$ cat src/rtl/hub75_pkg.sv
// Shared constants and FSM encoding for the HUB75 panel scan driver.
package hub75_pkg;

    localparam int COLS_DEF      = 64;
    localparam int ROWS_HALF_DEF = 16;
    localparam int ON_CYCLES_DEF = 64;

    typedef logic [2:0] state_t;

    localparam state_t S_IDLE     = 3'd0;
    localparam state_t S_PREFETCH = 3'd1;
    localparam state_t S_SHIFT    = 3'd2;
    localparam state_t S_BLANK    = 3'd3;
    localparam state_t S_LATCH    = 3'd4;
    localparam state_t S_DISPLAY  = 3'd5;

endpackage

$ cat src/rtl/hub75_scan_driver.sv
// HUB75 1/16-scan driver: sweeps col/row into matrix_generate, shifts pixels
// out, latches and displays each row, and pulses frame_tick per frame.
module hub75_scan_driver
    import hub75_pkg::*;
#(
    parameter int COLS      = COLS_DEF,
    parameter int ROWS_HALF = ROWS_HALF_DEF,
    parameter int ON_CYCLES = ON_CYCLES_DEF
) (
    input  logic                         clk,
    input  logic                         rst,
    input  logic                         enable,
    output logic [$clog2(COLS)-1:0]      col,
    output logic [$clog2(ROWS_HALF)-1:0] row,
    input  logic                         R0,
    input  logic                         G0,
    input  logic                         B0,
    input  logic                         R1,
    input  logic                         G1,
    input  logic                         B1,
    output logic                         p_r0,
    output logic                         p_g0,
    output logic                         p_b0,
    output logic                         p_r1,
    output logic                         p_g1,
    output logic                         p_b1,
    output logic                         p_clk,
    output logic                         p_lat,
    output logic                         p_oe_n,
    output logic [$clog2(ROWS_HALF)-1:0] p_addr,
    output logic                         frame_tick
);

    localparam int CW = $clog2(COLS);
    localparam int AW = $clog2(ROWS_HALF);
    localparam int OW = (ON_CYCLES > 1) ? $clog2(ON_CYCLES) : 1;

    localparam logic [CW-1:0] COL_LAST = CW'(COLS - 1);
    localparam logic [AW-1:0] ROW_LAST = AW'(ROWS_HALF - 1);
    localparam logic [OW-1:0] ON_LAST  = OW'(ON_CYCLES - 1);

    state_t        state_q, state_d;
    logic          phase_q, phase_d;
    logic [CW-1:0] cnt_q, cnt_d;
    logic [OW-1:0] on_q, on_d;
    logic [CW-1:0] col_q, col_d;
    logic [AW-1:0] row_q, row_d;
    logic [5:0]    pix_q, pix_d;
    logic          clk_q, clk_d;
    logic          lat_q, lat_d;
    logic          oe_n_q, oe_n_d;
    logic [AW-1:0] addr_q, addr_d;
    logic          tick_q, tick_d;

    logic [5:0]    pix_in;

    assign pix_in = {R0, G0, B0, R1, G1, B1};

    // Outputs are computed for the state being entered, so every pin is a flop.
    always_comb begin
        state_d = state_q;
        phase_d = phase_q;
        cnt_d   = cnt_q;
        on_d    = on_q;
        col_d   = col_q;
        row_d   = row_q;
        pix_d   = pix_q;
        addr_d  = addr_q;
        clk_d   = 1'b0;
        lat_d   = 1'b0;
        oe_n_d  = 1'b1;
        tick_d  = 1'b0;

        case (state_q)
            S_IDLE: begin
                if (enable) begin
                    state_d = S_PREFETCH;
                    col_d   = '0;
                end
            end
            S_PREFETCH: begin
                state_d = S_SHIFT;
                phase_d = 1'b0;
                cnt_d   = '0;
                pix_d   = pix_in;
                col_d   = col_q + CW'(1);
            end
            S_SHIFT: begin
                if (!phase_q) begin
                    phase_d = 1'b1;
                    clk_d   = 1'b1;
                end else if (cnt_q == COL_LAST) begin
                    state_d = S_BLANK;
                    addr_d  = row_q;
                end else begin
                    phase_d = 1'b0;
                    cnt_d   = cnt_q + CW'(1);
                    pix_d   = pix_in;
                    col_d   = col_q + CW'(1);
                end
            end
            S_BLANK: begin
                state_d = S_LATCH;
                lat_d   = 1'b1;
            end
            S_LATCH: begin
                state_d = S_DISPLAY;
                on_d    = '0;
                oe_n_d  = 1'b0;
            end
            S_DISPLAY: begin
                if (on_q == ON_LAST) begin
                    state_d = enable ? S_PREFETCH : S_IDLE;
                    col_d   = '0;
                    tick_d  = (row_q == ROW_LAST);
                    row_d   = (row_q == ROW_LAST) ? '0 : row_q + AW'(1);
                end else begin
                    on_d   = on_q + OW'(1);
                    oe_n_d = 1'b0;
                end
            end
            default: begin
                state_d = S_IDLE;
            end
        endcase
    end

    always_ff @(posedge clk) begin
        if (rst) begin
            state_q <= S_IDLE;
            phase_q <= 1'b0;
            cnt_q   <= '0;
            on_q    <= '0;
            col_q   <= '0;
            row_q   <= '0;
            pix_q   <= '0;
            clk_q   <= 1'b0;
            lat_q   <= 1'b0;
            oe_n_q  <= 1'b1;
            addr_q  <= '0;
            tick_q  <= 1'b0;
        end else begin
            state_q <= state_d;
            phase_q <= phase_d;
            cnt_q   <= cnt_d;
            on_q    <= on_d;
            col_q   <= col_d;
            row_q   <= row_d;
            pix_q   <= pix_d;
            clk_q   <= clk_d;
            lat_q   <= lat_d;
            oe_n_q  <= oe_n_d;
            addr_q  <= addr_d;
            tick_q  <= tick_d;
        end
    end

    assign col        = col_q;
    assign row        = row_q;
    assign p_r0       = pix_q[5];
    assign p_g0       = pix_q[4];
    assign p_b0       = pix_q[3];
    assign p_r1       = pix_q[2];
    assign p_g1       = pix_q[1];
    assign p_b1       = pix_q[0];
    assign p_clk      = clk_q;
    assign p_lat      = lat_q;
    assign p_oe_n     = oe_n_q;
    assign p_addr     = addr_q;
    assign frame_tick = tick_q;

endmodule

$ cat config.mk
export PLATFORM = sky130hd
export DESIGN_NAME = hub75_scan_driver
export DESIGN_NICKNAME = d
export VERILOG_FILES = /design/src/rtl/hub75_pkg.sv /design/src/rtl/hub75_scan_driver.sv
export SDC_FILE = /design/constraint.sdc
export NUM_CORES = 1
export LEC_CHECK = 0
export BUFFER_PORTS_ARGS = -buffer_cell sky130_fd_sc_hd__buf_4
export CAP_MARGIN = 0
export CORE_ASPECT_RATIO = 2
export CORE_MARGIN = 5
export CORE_UTILIZATION = 50
export DETAILED_ROUTE_END_ITERATION = 8
export PLACE_DENSITY = 0.74
export RECOVER_POWER = 50
export SKIP_CTS_REPAIR_TIMING = 1
export SYNTH_ARGS = -nofsm -noshare
export SYNTH_HDL_FRONTEND = slang
export SYNTH_SLANG_ARGS = --single-unit
export TNS_END_PERCENT = 20
$ cat constraint.sdc
create_clock -name clk -period 2.4 [get_ports clk]
set_clock_uncertainty 0.15 [all_clocks]
set_input_delay 0.36 -clock clk [delete_from_list [all_inputs] [get_ports clk]]
set_output_delay 0.36 -clock clk [all_outputs]
set_load 0.01 [all_outputs]
# After elaboration in Yosys (flattened, before gate mapping)
# Index checks and enable logic that the tools add are counted.
dict set report totals {
  reg_bits 40
  wordCells 72
}
dict set report op_classes {
  n_bitwise 3
  n_eq_ne 14
  addsub 4
  n_reduce_logical 12
  n_mux 27
}
# cell n
set op_table {}
lappend op_table {{$mux W6} 9}
lappend op_table {{$pmux W6 S2} 3}
lappend op_table {{$pmux W6 S4} 1}
lappend op_table {{$add A6 B1 Y6 const B} 3}
lappend op_table {{$pmux W3 S6} 1}
lappend op_table {{$eq A6 B6 Y1 const B} 2}
lappend op_table {{$mux W3} 4}
lappend op_table {{$ne A2 B2 Y1 const B} 6}
lappend op_table {{$eq A3 B2 Y1 const B} 2}
lappend op_table {{$eq A3 B3 Y1 const B} 2}
lappend op_table {{$mux W1} 6}
lappend op_table {{$reduce_and A3 Y1} 2}
lappend op_table {{$reduce_and A5 Y1} 1}
lappend op_table {{$add A4 B1 Y4 const B} 1}
lappend op_table {{$eq A4 B4 Y1 const B} 1}
lappend op_table {{$mux W4} 1}
lappend op_table {{$pmux W1 S2} 2}
lappend op_table {{$reduce_and A2 Y1} 2}
lappend op_table {{$reduce_and A4 Y1} 1}
lappend op_table {{$reduce_bool A2 Y1} 2}
lappend op_table {{$reduce_bool A4 Y1} 1}
lappend op_table {{$eq A3 B1 Y1 const B} 1}
lappend op_table {{$logic_not A3 Y1} 1}
lappend op_table {{$not A1 Y1} 3}
lappend op_table {{other kinds (2)} 2}

# Longest topological paths before layout
dict set report logic_depth {
  word_depth 4
  depth_mapped 6
  mapped_depth_nobuf 5
}

# Worst setup path after synthesis
# OpenSTA, ideal clock, no wires.
dict set report synth_path {
  kind {reg-to-reg}
  from {reg on_q[0]}
  to {reg col_q[4], in the netlist col[4]}
  setup_time_ns 0.088
  arrival_time_ns 1.656
  path_stages_with_launch 7
  slack_ns 0.506
  cell_sequence {dfxtp_1 ha_1 nand4_1 or4_1 buf_2 and3_4 o32ai_2}
}
dict set report synth_between {
  elab_chain_cells 3
}
# item line
set synth_rtl {}
lappend synth_rtl {{start, declared} hub75_scan_driver.sv:45} ;# logic [OW-1:0] on_q, on_d;
lappend synth_rtl {{start signal, assigned} hub75_scan_driver.sv:146} ;# on_q <= on_d;
lappend synth_rtl {{$eq A6 B6 Y1} hub75_scan_driver.sv:112} ;# if (on_q == ON_LAST) begin
lappend synth_rtl {{$ne A2 B2 Y1 (no source line)} n/a}
lappend synth_rtl {{$reduce_and A5 Y1 (no source line)} n/a}
lappend synth_rtl {{end signal, assigned} hub75_scan_driver.sv:147} ;# col_q <= col_d;
lappend synth_rtl {{end, declared} hub75_scan_driver.sv:46} ;# logic [CW-1:0] col_q, col_d;
# Every way passes these cells.
# A chain may end at the register's enable or synchronous reset.

# Worst setup path after layout
# Same ends and word-level chain as after synthesis.

==> metrics.md <==
| Metric | Value |
|---|---|
| Worst-Skew Late Latency | `290 ps` |
| Setup crit end kind | `flop` |
| RSZ-0062 raised after global routing | `no` |
| NetSw | `0.000396 W` |
| Synth Flop Type | `dfxtp_1` |
| Net Sw Frac | `28.0%` |
| Residual DRC count | `0` |
| Gr usage total | `18.6%` |
| Headroom to the max-slew limit | `57.5%` |
| Startpoint types | `flop` |
| Max-Cap Viols | `0` |
| Slew Limit Fails | `0` |
| Status | `complete, no violations` |
| Most frequent cells in the layout | `40 x dfxtp_1, 28 x clkbuf_1, 24 x nand2_1, 17 x nor2_1, 13 x mux2i_1` |
| Nets | `256` |
| Clock-pin slew on the worst setup and hold paths | `80 ps` |
| Hpwl dp | `3120 microns` |
| Final cell count without fillers | `293` |
| Commonest non-fill, non-tap cell in the layout | `dfxtp_1` |
| Cts bufs inserted | `5` |
| Synth Area in XOR/XNOR | `0.474%` |
| Gpl congestion | `0.803` |
| Area delta synth->final | `15.0%` |
| Routed WL | `4200 microns` |
| Max incr delay on CP | `560 ps` |
| Yosys cell types | `49` |
| First-pass GRT wire length | `7190 microns` |
| Placed cell count | `285` |
| Clock power frac | `32.4%` |
| # diodes | `0` |
| DR pass1 iterations | `4` |
| Fin crit share | `86.5%` |
| CTS tree | `yes` |
| Largest family of logic cells by synthesized area | `simple AND/OR/NAND/NOR gates` |
| Max stage delay cell, worst path | `or4_1` |
| Fraction of registers with async set/reset | `0%` |
| Number of buffers added on ports | `32` |
| Hold Violations, Final | `0` |
| Syn Area/Cell | `8.79 sq um` |
| Hold Path Class | `in -> reg` |
| EDFF count, synth | `0` |
| LEAKAGE | `0.757 nW` |
| Final hold slack | `167 ps` |
| Global route overflow | `0` |
| Total power | `0.00141 W` |
| Post-Synth Adder-Cell Area | `2.71%` |
| CORE AREA | `3610 sq um` |
| Vias | `1679` |
| Crit-path cells | `ha_1 > nand4_1 > or4_1 > and3_4 > o32ai_2` |
| CP Class | `reg -> reg` |
| Synth Net Count | `223` |
| Die area | `5080 sq um` |
| Synthesized instance count | `210` |
| Starting Density | `51.2%` |
| Die Y | `96.0 microns` |
| Combinational cell fraction of total power | `16.4%` |
| Via/cell ratio | `5.73` |
| CP required | `2460 ps` |
| Clock Tree Buf Depth | `2` |
| Post-synthesis sequential area ratio | `43.4%` |
| Pint | `0.00102 W` |
| Clock tree sinks | `40` |
| Synthesis Warnings | `0` |
| Largest net degree at the start of global routing | `23` |
| CP max FO | `6` |
| Initial antenna violation count | `0` |
| Synth Area in Compound Gates | `18.2%` |
| Post-synthesis mux area share | `7.05%` |
| Power Density | `666 nW/um^2` |
| Io pins | `33` |
| Clock Root Buffer | `clkbuf_8` |
| Max Freq | `0.482 GHz` |
| H-tree Lvls | `2` |
| Yosys reg bits | `40` |
| DRT iter0 DRCs | `55` |
| Final Setup Violations | `0` |
| Post-DRT Antenna Nets | `0` |
| Routed len/inst | `14.3 microns` |
| Worst vdd ir | `0.444 mV` |
| Share of cells above drive strength 1 | `8.61%` |
| Worst slew pin tran | `630 ps` |
| CP Data Arrival Time | `2130 ps` |
| Chip Width | `53.0 microns` |
| Mapped cell area | `1850 sq um` |
| Setup TNS Final | `0 ps` |
| Sequential Power Share | `51.1%` |
| Vias in the first global route | `1662` |
| Tmin final | `2080 ps` |
| Simple-gate share of the synthesized area | `24.1%` |
| Row Count | `31` |
[layout make-up]
| class | instances | area [sq um] |
|---|---|---|
| clock buffers | 8 | 90.1 |
| flip-flops and latches | 40 | 801 |
| fillers | 371 | 1480 |
| multi-input cells | 151 | 970 |
| inverters | 10 | 37.5 |
| well taps | 49 | 61.3 |
| repair buffers | 35 | 165 |
[kinds of logic after synthesis]
| logic type | count (synthesis) |
|---|---|
| XOR/XNOR | 1 |
| adder cells (fa/ha/maj) | 4 |
| AND/OR/NAND/NOR | 86 |
| multiplexers | 13 |
| AO/OA/AOI/OAI | 47 |
| buffers and inverters | 19 |
| flip-flops | 40 |
[critical path, delay by kind of cell (launching register included)]
kind,cells,cell delay [ps]
AND/OR/NAND/NOR,3,990
flip-flops,1,380
adder cells (fa/ha/maj),1,250
AO/OA/AOI/OAI,1,220
[cells in the mapped netlist (2+ instances only)]
master,n,area (sq um)
a211oi_1,2,15.0
a21oi_1,11,55.1
a32oi_1,3,26.3
and3_1,3,18.8
and4_1,2,17.5
buf_1,2,7.51
buf_2,4,20.0
clkbuf_1,3,11.3
dfxtp_1,40,801
ha_1,4,50.1
inv_1,8,30.0
mux2i_1,13,130
nand2_1,24,90.1
nand3_1,12,60.1
nand4_1,7,43.8
nor2_1,17,63.8
nor2b_1,3,18.8
nor3_1,4,20.0
o2111ai_1,2,17.5
o21ai_0,9,45.0
o31ai_1,2,15.0
o32ai_1,3,26.3
or3_1,4,25.0
or3b_1,2,17.5
or4_1,2,15.0
[power groups by stage]
stage                     Clock [W]  Combinational (W)  Sequential [W]
after floorplan                   0           0.000170        0.000736
after global placement            0           0.000248        0.000738
after detailed placement          0           0.000250        0.000739
after CTS                  0.000469           0.000250        0.000724
after global routing       0.000499           0.000256        0.000727
final                      0.000459           0.000232        0.000724
[metrics by stage]
stage                     util, %  setup slack, ps  instance area, sq um
after CTS                    61.6              344                  2220
after floorplan                 -              506                  1850
final                        58.9              324                  2120
after global routing         58.9              204                  2120
after global placement       59.1              432                  2130
after detailed placement     59.1              362                  2130
[final timing paths]
path         depth (start not counted)                   from  slack (ps)               endpoint
max                                  5   on_q[0]$_SDFFE_PP0P_         320    col[4]$_SDFFE_PP0P_
min                                  3                     B0         170  pix_q[3]$_SDFFE_PP0P_
max reg2reg                          5   on_q[0]$_SDFFE_PP0P_         320    col[4]$_SDFFE_PP0P_
min reg2reg                          2  pix_q[5]$_SDFFE_PP0P_         310  pix_q[5]$_SDFFE_PP0P_
[layer usage]
| layer | global-route usage [%] | up-vias | routed length [microns] |
|---|---|---|---|
| met5 | 0 | - | 0 |
| met4 | 10.2 | 0 | 104 |
| met3 | 4.50 | 10 | 189 |
| met2 | 33.5 | 40 | 2260 |
| met1 | 18.8 | 787 | 1640 |
| li1 | - | 842 | - |
[flip-flops by register name, indices dropped and copies added, names as in the netlist, 3 cells and up]
| register | count |
|---|---|
| cnt_q | 6 |
| col | 6 |
| on_q | 6 |
| p_addr | 4 |
| pix_q | 6 |
| row | 4 |
| state_q | 3 |
No activity file was read; power rests on OpenSTA's default activity.
